**src/rtl/aes_pkg.sv**
```systemverilog
// Shared widths and types for the AES block path, plus the byte-reversal helper
// used by the receive packer.
package aes_pkg;

    localparam int BLOCK_W         = 128;
    localparam int WORD_W          = 32;
    localparam int WORDS_PER_BLOCK = 4;

    typedef logic [BLOCK_W-1:0] block_t;
    typedef logic [WORD_W-1:0]  word_t;

    // Little-endian bus word to AES byte order: byte 0 becomes the MSB byte.
    function automatic word_t byte_swap(input word_t w);
        return {w[7:0], w[15:8], w[23:16], w[31:24]};
    endfunction

endpackage

```
**src/rtl/block_fifo.sv**
```systemverilog
// Generic DEPTH x block_t synchronous FIFO with show-ahead head, count and flags.
// A push while full or a pop while empty is ignored.
module block_fifo
    import aes_pkg::*;
#(
    parameter int DEPTH = 4,
    localparam int PTR_W = $clog2(DEPTH),
    localparam int CNT_W = $clog2(DEPTH + 1)
) (
    input  logic             clk,
    input  logic             rst,
    input  logic             push,
    input  block_t           push_data,
    input  logic             pop,
    output block_t           head,
    output logic             empty,
    output logic             full,
    output logic [CNT_W-1:0] count
);

    block_t           mem [DEPTH];
    logic [PTR_W-1:0] wr_ptr;
    logic [PTR_W-1:0] rd_ptr;
    logic             push_ok;
    logic             pop_ok;

    assign empty   = (count == '0);
    assign full    = (count == CNT_W'(DEPTH));
    assign push_ok = push && !full;
    assign pop_ok  = pop && !empty;
    assign head    = empty ? '0 : mem[rd_ptr];

    // Storage carries no reset; the empty flag masks stale entries on the head.
    always_ff @(posedge clk) begin
        if (push_ok) begin
            mem[wr_ptr] <= push_data;
        end
    end

    always_ff @(posedge clk) begin
        if (rst) begin
            wr_ptr <= '0;
            rd_ptr <= '0;
            count  <= '0;
        end else begin
            if (push_ok) begin
                wr_ptr <= wr_ptr + PTR_W'(1);
            end
            if (pop_ok) begin
                rd_ptr <= rd_ptr + PTR_W'(1);
            end
            if (push_ok && !pop_ok) begin
                count <= count + CNT_W'(1);
            end else if (!push_ok && pop_ok) begin
                count <= count - CNT_W'(1);
            end
        end
    end

endmodule

```
**src/rtl/rx_block_packer.sv**
```systemverilog
// Packs 32-bit bus words into 128-bit blocks and queues them for the AES core.
// Define RX_PACKER_BYTESWAP_EN to byte-reverse every accepted word before staging.
module rx_block_packer
    import aes_pkg::*;
#(
    parameter int DEPTH = 4
) (
    input  logic                       clk,
    input  logic                       rst,
    input  logic                       wr_valid,
    input  logic [31:0]                wr_data,
    output logic                       wr_ready,
    input  logic                       flush,
    input  logic                       rcv_deq,
    output logic [127:0]               rcv_fifo_out,
    output logic                       rcv_fifo_empty,
    output logic                       rcv_fifo_full,
    output logic [$clog2(DEPTH+1)-1:0] block_count,
    output logic [1:0]                 word_idx,
    output logic                       overflow_err,
    output logic                       underflow_err,
    input  logic                       clear_err
);

    logic [95:0] staging;
    word_t       word_in;
    logic        accept;
    logic        push;

`ifdef RX_PACKER_BYTESWAP_EN
    assign word_in = byte_swap(wr_data);
`else
    assign word_in = wr_data;
`endif

    // Handshake: a word transfers on any rising edge where wr_valid && wr_ready;
    // only the block-completing word can stall, and flush refuses the word outright.
    assign wr_ready = !flush && !((word_idx == 2'd3) && rcv_fifo_full);
    assign accept   = wr_valid && wr_ready;
    assign push     = accept && (word_idx == 2'd3);

    always_ff @(posedge clk) begin
        if (rst || flush) begin
            staging  <= '0;
            word_idx <= '0;
        end else if (accept) begin
            if (word_idx == 2'd3) begin
                staging  <= '0;
                word_idx <= '0;
            end else begin
                case (word_idx)
                    2'd0:    staging[95:64] <= word_in;
                    2'd1:    staging[63:32] <= word_in;
                    default: staging[31:0]  <= word_in;
                endcase
                word_idx <= word_idx + 2'd1;
            end
        end
    end

    always_ff @(posedge clk) begin
        if (rst || clear_err) begin
            overflow_err  <= 1'b0;
            underflow_err <= 1'b0;
        end else begin
            if (wr_valid && !wr_ready) begin
                overflow_err <= 1'b1;
            end
            if (rcv_deq && rcv_fifo_empty) begin
                underflow_err <= 1'b1;
            end
        end
    end

    block_fifo #(.DEPTH(DEPTH)) u_fifo (
        .clk       (clk),
        .rst       (rst),
        .push      (push),
        .push_data ({staging, word_in}),
        .pop       (rcv_deq),
        .head      (rcv_fifo_out),
        .empty     (rcv_fifo_empty),
        .full      (rcv_fifo_full),
        .count     (block_count)
    );

endmodule
```
**config.mk**
```make
export PLATFORM = sky130hd
export DESIGN_NAME = rx_block_packer
export DESIGN_NICKNAME = d
export VERILOG_FILES = /design/src/rtl/aes_pkg.sv /design/src/rtl/block_fifo.sv /design/src/rtl/rx_block_packer.sv
export SDC_FILE = /design/constraint.sdc
export NUM_CORES = 1
export LEC_CHECK = 0
export ABC_AREA = 1
export CORE_UTILIZATION = 45
export DETAILED_ROUTE_END_ITERATION = 10
export PLACE_DENSITY = 0.62
export SLEW_MARGIN = 20
export SYNTH_ARGS = -nofsm -noshare
export SYNTH_HDL_FRONTEND = slang
export SYNTH_SLANG_ARGS = --single-unit
```
**constraint.sdc**
```tcl
create_clock -name clk -period 9.6 [get_ports clk]
set_input_delay 1.92 -clock clk [delete_from_list [all_inputs] [get_ports clk]]
set_output_delay 1.92 -clock clk [all_outputs]
set_load 0.01 [all_outputs]
```
; After elaboration in Yosys (flattened, before gate mapping)
; Memory sizes are Yosys's and may differ from the RTL's. A register that Yosys moved wholly into a read port is not among the register bits.
; Index checks and enable logic that the tools add are counted.
[totals]
input_bits = 38
reg_bits = 107
ram_bits = 512
elab_cells = 59
n_memories = 1
output_inout_bits = 138
[memory_table]
columns = name, depth, width, rd, rd_ports_with_merged_regs, write_ports, line_no
row1 = u_fifo.mem, 4, 128, 1, 1, 1, block_fifo.sv:21  ; block_t mem [DEPTH];
[op_classes]
n_mux = 12
n_reduce_logical = 28
n_eq_ne = 4
n_addsub = 5
[ops]
columns = cell, n
row1 = $mux W128, 1
row2 = $mux W32, 3
row3 = $mux W96, 1
row4 = $logic_and A1 B1 Y1, 10
row5 = $logic_not A1 Y1, 7
row6 = $add A2 B1 Y2 const B, 3
row7 = $mux W2, 3
row8 = $mux W3, 2
row9 = $reduce_and A2 Y1, 3
row10 = $reduce_bool A2 Y1, 3
row11 = $add A3 B1 Y3 const B, 1
row12 = $eq A3 B3 Y1 const B, 1
row13 = $logic_not A3 Y1, 1
row14 = $sub A3 B1 Y3 const B, 1
row15 = $eq A2 B1 Y1 const B, 1
row16 = $eq A2 B2 Y1 const B, 1
row17 = $logic_not A2 Y1, 1
row18 = $logic_or A1 B1 Y1, 2
row19 = $mux W1, 2
row20 = $ne A2 B1 Y1 const B, 1
row21 = $reduce_or A2 Y1, 1

; Depth between registers and ports, before layout
[logic_depth]
ltp_word = 11
depth_mapped = 11
mapped_depth_nobuf = 11

; By module
; A second synthesis with hierarchy kept.
[hier_totals]
cells_unflattened = 2348
hier_area_um2 = 24792.5
[by_module_without_submodules]
columns = module, area_each_um2, n_inst, cells_each
row1 = block_fifo, 20520.9, 1, 1707
row2 = rx_block_packer, 4271.6, 1, 641

; Worst setup path after synthesis
; OpenSTA, ideal clock, no wires.
[synth_path]
kind = input to register
startpoint = in wr_valid
endpoint = mem u_fifo.mem[0][0] (netlist name) (enable)
stages = 3
setup_time_ns = 0.617
slack_ns = 1.251
n_path_buf = 1
arrival_ns = 7.732
path_cell_list = buf_2 > nand4_1 > nor2_1
[synth_between]
elab_chain_cells = 5
[synth_lines]
columns = item, line_no
row1 = "start, declared", rx_block_packer.sv:10  ; input logic wr_valid,
row2 = $logic_and A1 B1 Y1, rx_block_packer.sv:39  ; assign accept = wr_valid && wr_ready;
row3 = $logic_and A1 B1 Y1, rx_block_packer.sv:40  ; assign push = accept && (word_idx == 2'd3);
row4 = $logic_and A1 B1 Y1, block_fifo.sv:29  ; assign push_ok = push && !full;
row5 = $mux W1, block_fifo.sv:35  ; if (push_ok) begin
row6 = $mux W1 (implied by the code), block_fifo.sv:36  ; mem[wr_ptr] <= push_data;
row7 = "end, declared", block_fifo.sv:21
; Every way passes these cells.

==> load_flow_metrics.sql <==
INSERT INTO impl_metrics (metric_group, metric, value, unit) VALUES
('floorplanning', 'dieArea', '0.0558', 'mm^2'),
('worst_setup_path', 'rr_startpoint', 'word_idx[0]', ''),
('synth', 'synth.distinct_cells', '28', ''),
('worst_setup_path', 'timing_worst_setup_path_type', 'flop to output port', ''),
('final_layout', 'layout_common_cells', 'nor2_1 (732), edfxtp_1 (512), o21ai_0 (253), nand2_1 (204), clkdlybuf4s50_1 (175)', ''),
('route', 'drtAntennaViolNets', '0', ''),
('route', 'routed-wl-met3', '3670', 'um'),
('synth', 'syn-cell-area', '0.0247', 'mm^2'),
('global_routing', 'initial_antenna_violation_count', '4', ''),
('worst_setup_path', 'regToRegEndpoint', 'u_fifo.mem[3][72]', ''),
('synth', 'synthesis.nets', '2324', ''),
('route', 'routed-wl-met2', '31000', 'um'),
('final_layout', 'fin_nets', '2452', ''),
('route', 'drcViolationCount', '0', ''),
('placement', 'placed_cells', '3032', ''),
('worst_setup_path', 'crit_slowest_cell', 'dfxtp_4', ''),
('worst_setup_path', 'critical_path.top_delay_family', 'buffers and inverters', ''),
('sta', 'clock-skew-final', '0.0243', 'ns'),
('sta', 'postLayoutSetupSlackWorst', '3.73', 'ns'),
('synth', 'synth_warnings', '0', ''),
('power', 'p_leak', '10.5', 'nW'),
('synth', 'postSynthCellCount', '2277', ''),
('route', 'detail_route.wl_per_cell', '20.1', 'um'),
('cts', 'cts_max_level', '3', ''),
('floorplanning', 'floorplan.io_pins', '176', ''),
('route', 'drt-vias-per-instance', '5.16', ''),
('final_layout', 'final_common_cell', 'nor2_1', ''),
('power', 'design_power_total', '7.71', 'mW'),
('sta', 'timing_worst_slew_pin_value', '1.17', 'ns'),
('floorplanning', 'die_x', '236', 'um'),
('synth', 'ys_seq_area_share', '71.2', '%'),
('synth', 'post_synth.cell_area_avg', '10.8', 'um^2'),
('cts', 'hold_buffers', '0', ''),
('placement', 'placedInstanceArea', '0.0268', 'mm^2'),
('global_routing', 'grt_start_max_net_pins', '187', ''),
('cts', 'clock-sinks', '621', ''),
('global_routing', 'overflow', '0', ''),
('placement', 'place.port_buffers', '175', ''),
('global_routing', 'grt_first_pass_wirelength', '95500', 'um'),
('sta', 'fin_crit_sh', '61.2', '%'),
('cts', 'clkLatencyLatePin', '0.59', 'ns'),
('placement', 'detailedPlacementHpwl', '34400', 'um'),
('floorplanning', 'start_util', '45.7', '%'),
('worst_hold_path', 'whs_endpoint', 'underflow_err', ''),
('synth', 'synth_seq_cells', '621', ''),
('run_status', 'outcome', 'complete, no violations', ''),
('synth', 'prevailing_post_synth_register_cell', 'edfxtp_1', ''),
('global_routing', 'grt_pass1_vias', '15700', ''),
('worst_hold_path', 'hold-path-cell-count', '2', ''),
('worst_setup_path', 'setup.worst_path.start_class', 'flop', ''),
('sta', 'worst_hold_slack', '0.455', 'ns'),
('route', 'dr.first_iter.drc_count', '1327', ''),
('worst_setup_path', 'crit_path_max_fanout', '84', ''),
('synth', 'synth_async_sr_flop_share', '0', '%'),
('synth', 'synth-edff-count', '512', ''),
('worst_setup_path', 'cp_num_buf_inv', '3', ''),
('worst_setup_path', 'worst-endpoint-arrival', '3.95', 'ns'),
('power', 'p_per_area', '267', 'mW/mm^2'),
('cts', 'clk_pin_slew', '0.06', 'ns'),
('worst_setup_path', 'crit_path_cell_trace', 'inv_6 -> buf_4 -> nor2_1 -> o21ai_0 -> a21oi_1 -> clkdlybuf4s50_1', ''),
('floorplanning', 'num_rows', '85', ''),
('placement', 'pre_cts_ws', '4.05', 'ns'),
('floorplanning', 'core_area', '0.0540', 'mm^2'),
('global_routing', 'globalRouteTotalUtil', '22.9', '%'),
('cts', 'bufs_on_longest_clock_path', '3', ''),
('sta', 'fin_setup_tns', '0', 'ns'),
('worst_hold_path', 'worstHoldStart', 'underflow_err', ''),
('sta', 'finalHoldViolations', '0', ''),
('route', 'wl_met1', '27600', 'um'),
('route', 'firstDrtPassIters', '6', ''),
('worst_setup_path', 'ff2ff_path_depth', '4', '');
==> worst max path at each step <==
stage | to | cells past startpoint | startpoint
6_report | rcv_fifo_out[118] | 6 | flop
3_5_place_dp | rcv_fifo_out[60] | 5 | flop
5_1_grt | rcv_fifo_out[63] | 5 | flop
3_3_place_gp | rcv_fifo_out[60] | 5 | flop
4_1_cts | rcv_fifo_out[60] | 5 | flop
2_1_floorplan | u_fifo.mem[0][0] | 3 | wr_valid
==> final cells by class <==
type | instances | area, um^2
Fill cell | 4669 | 25100
Sequential cell | 621 | 17600
Multi-Input combinational cell | 1368 | 5880
Clock buffer | 105 | 1980
Timing Repair Buffer | 193 | 1920
Tap cell | 696 | 871
Inverter | 155 | 594
Clock inverter | 14 | 87.6
Antenna cell | 4 | 10.0
==> metal layers <==
layer	vias to the layer above	global-route usage (%)
li1	7828	-
met1	7908	31.2
met2	472	38.2
met3	79	3.41
met4	2	6.91
met5	-	0
==> state kept, by name (all words and copies together), names as in the netlist, named ones only <==
register       cells
u_fifo.rd_ptr      2
word_idx           2
underflow_err      1
overflow_err       1
u_fifo.count       3
u_fifo.wr_ptr      2
staging           96
u_fifo.mem       512
==> kinds of logic after synthesis <==
group | count (synthesis) | synth area share, %
flip-flops | 621 | 71.2
XOR/XNOR | 1 | 0.0355
buffers and inverters | 288 | 5.26
adder cells (fa/ha/maj) | 9 | 0.487
AND/OR/NAND/NOR | 955 | 14.8
AO/OA/AOI/OAI | 403 | 8.21
==> Yosys cell counts, types with 8 or more instances <==
cell / count / area (um^2)
nor2_1: 741 / 2780
edfxtp_1: 512 / 15400
o21ai_0: 253 / 1270
nand2_1: 204 / 766
inv_1: 153 / 574
a21oi_1: 140 / 701
dfxtp_1: 109 / 2180
clkbuf_1: 42 / 158
buf_2: 38 / 190
buf_4: 29 / 218
buf_1: 15 / 56.3
buf_6: 8 / 90.1
ha_1: 8 / 100
==> where the power goes <==
group	switching (mW)	leakage (nW)	internal, mW	total [mW]
Sequential	0.0788	5.39	2.91	2.99
Clock	0.994	1.01	1.44	2.44
Combinational	1.35	4.13	0.941	2.29
Total	2.42	10.5	5.30	7.71
==> worst min-delay path, stage by stage, from the launching register on <==
cell     delay, ns
dfxtp_1       0.31
inv_1         0.05
a21oi_1       0.06
(Power assumes the default switching activity.)
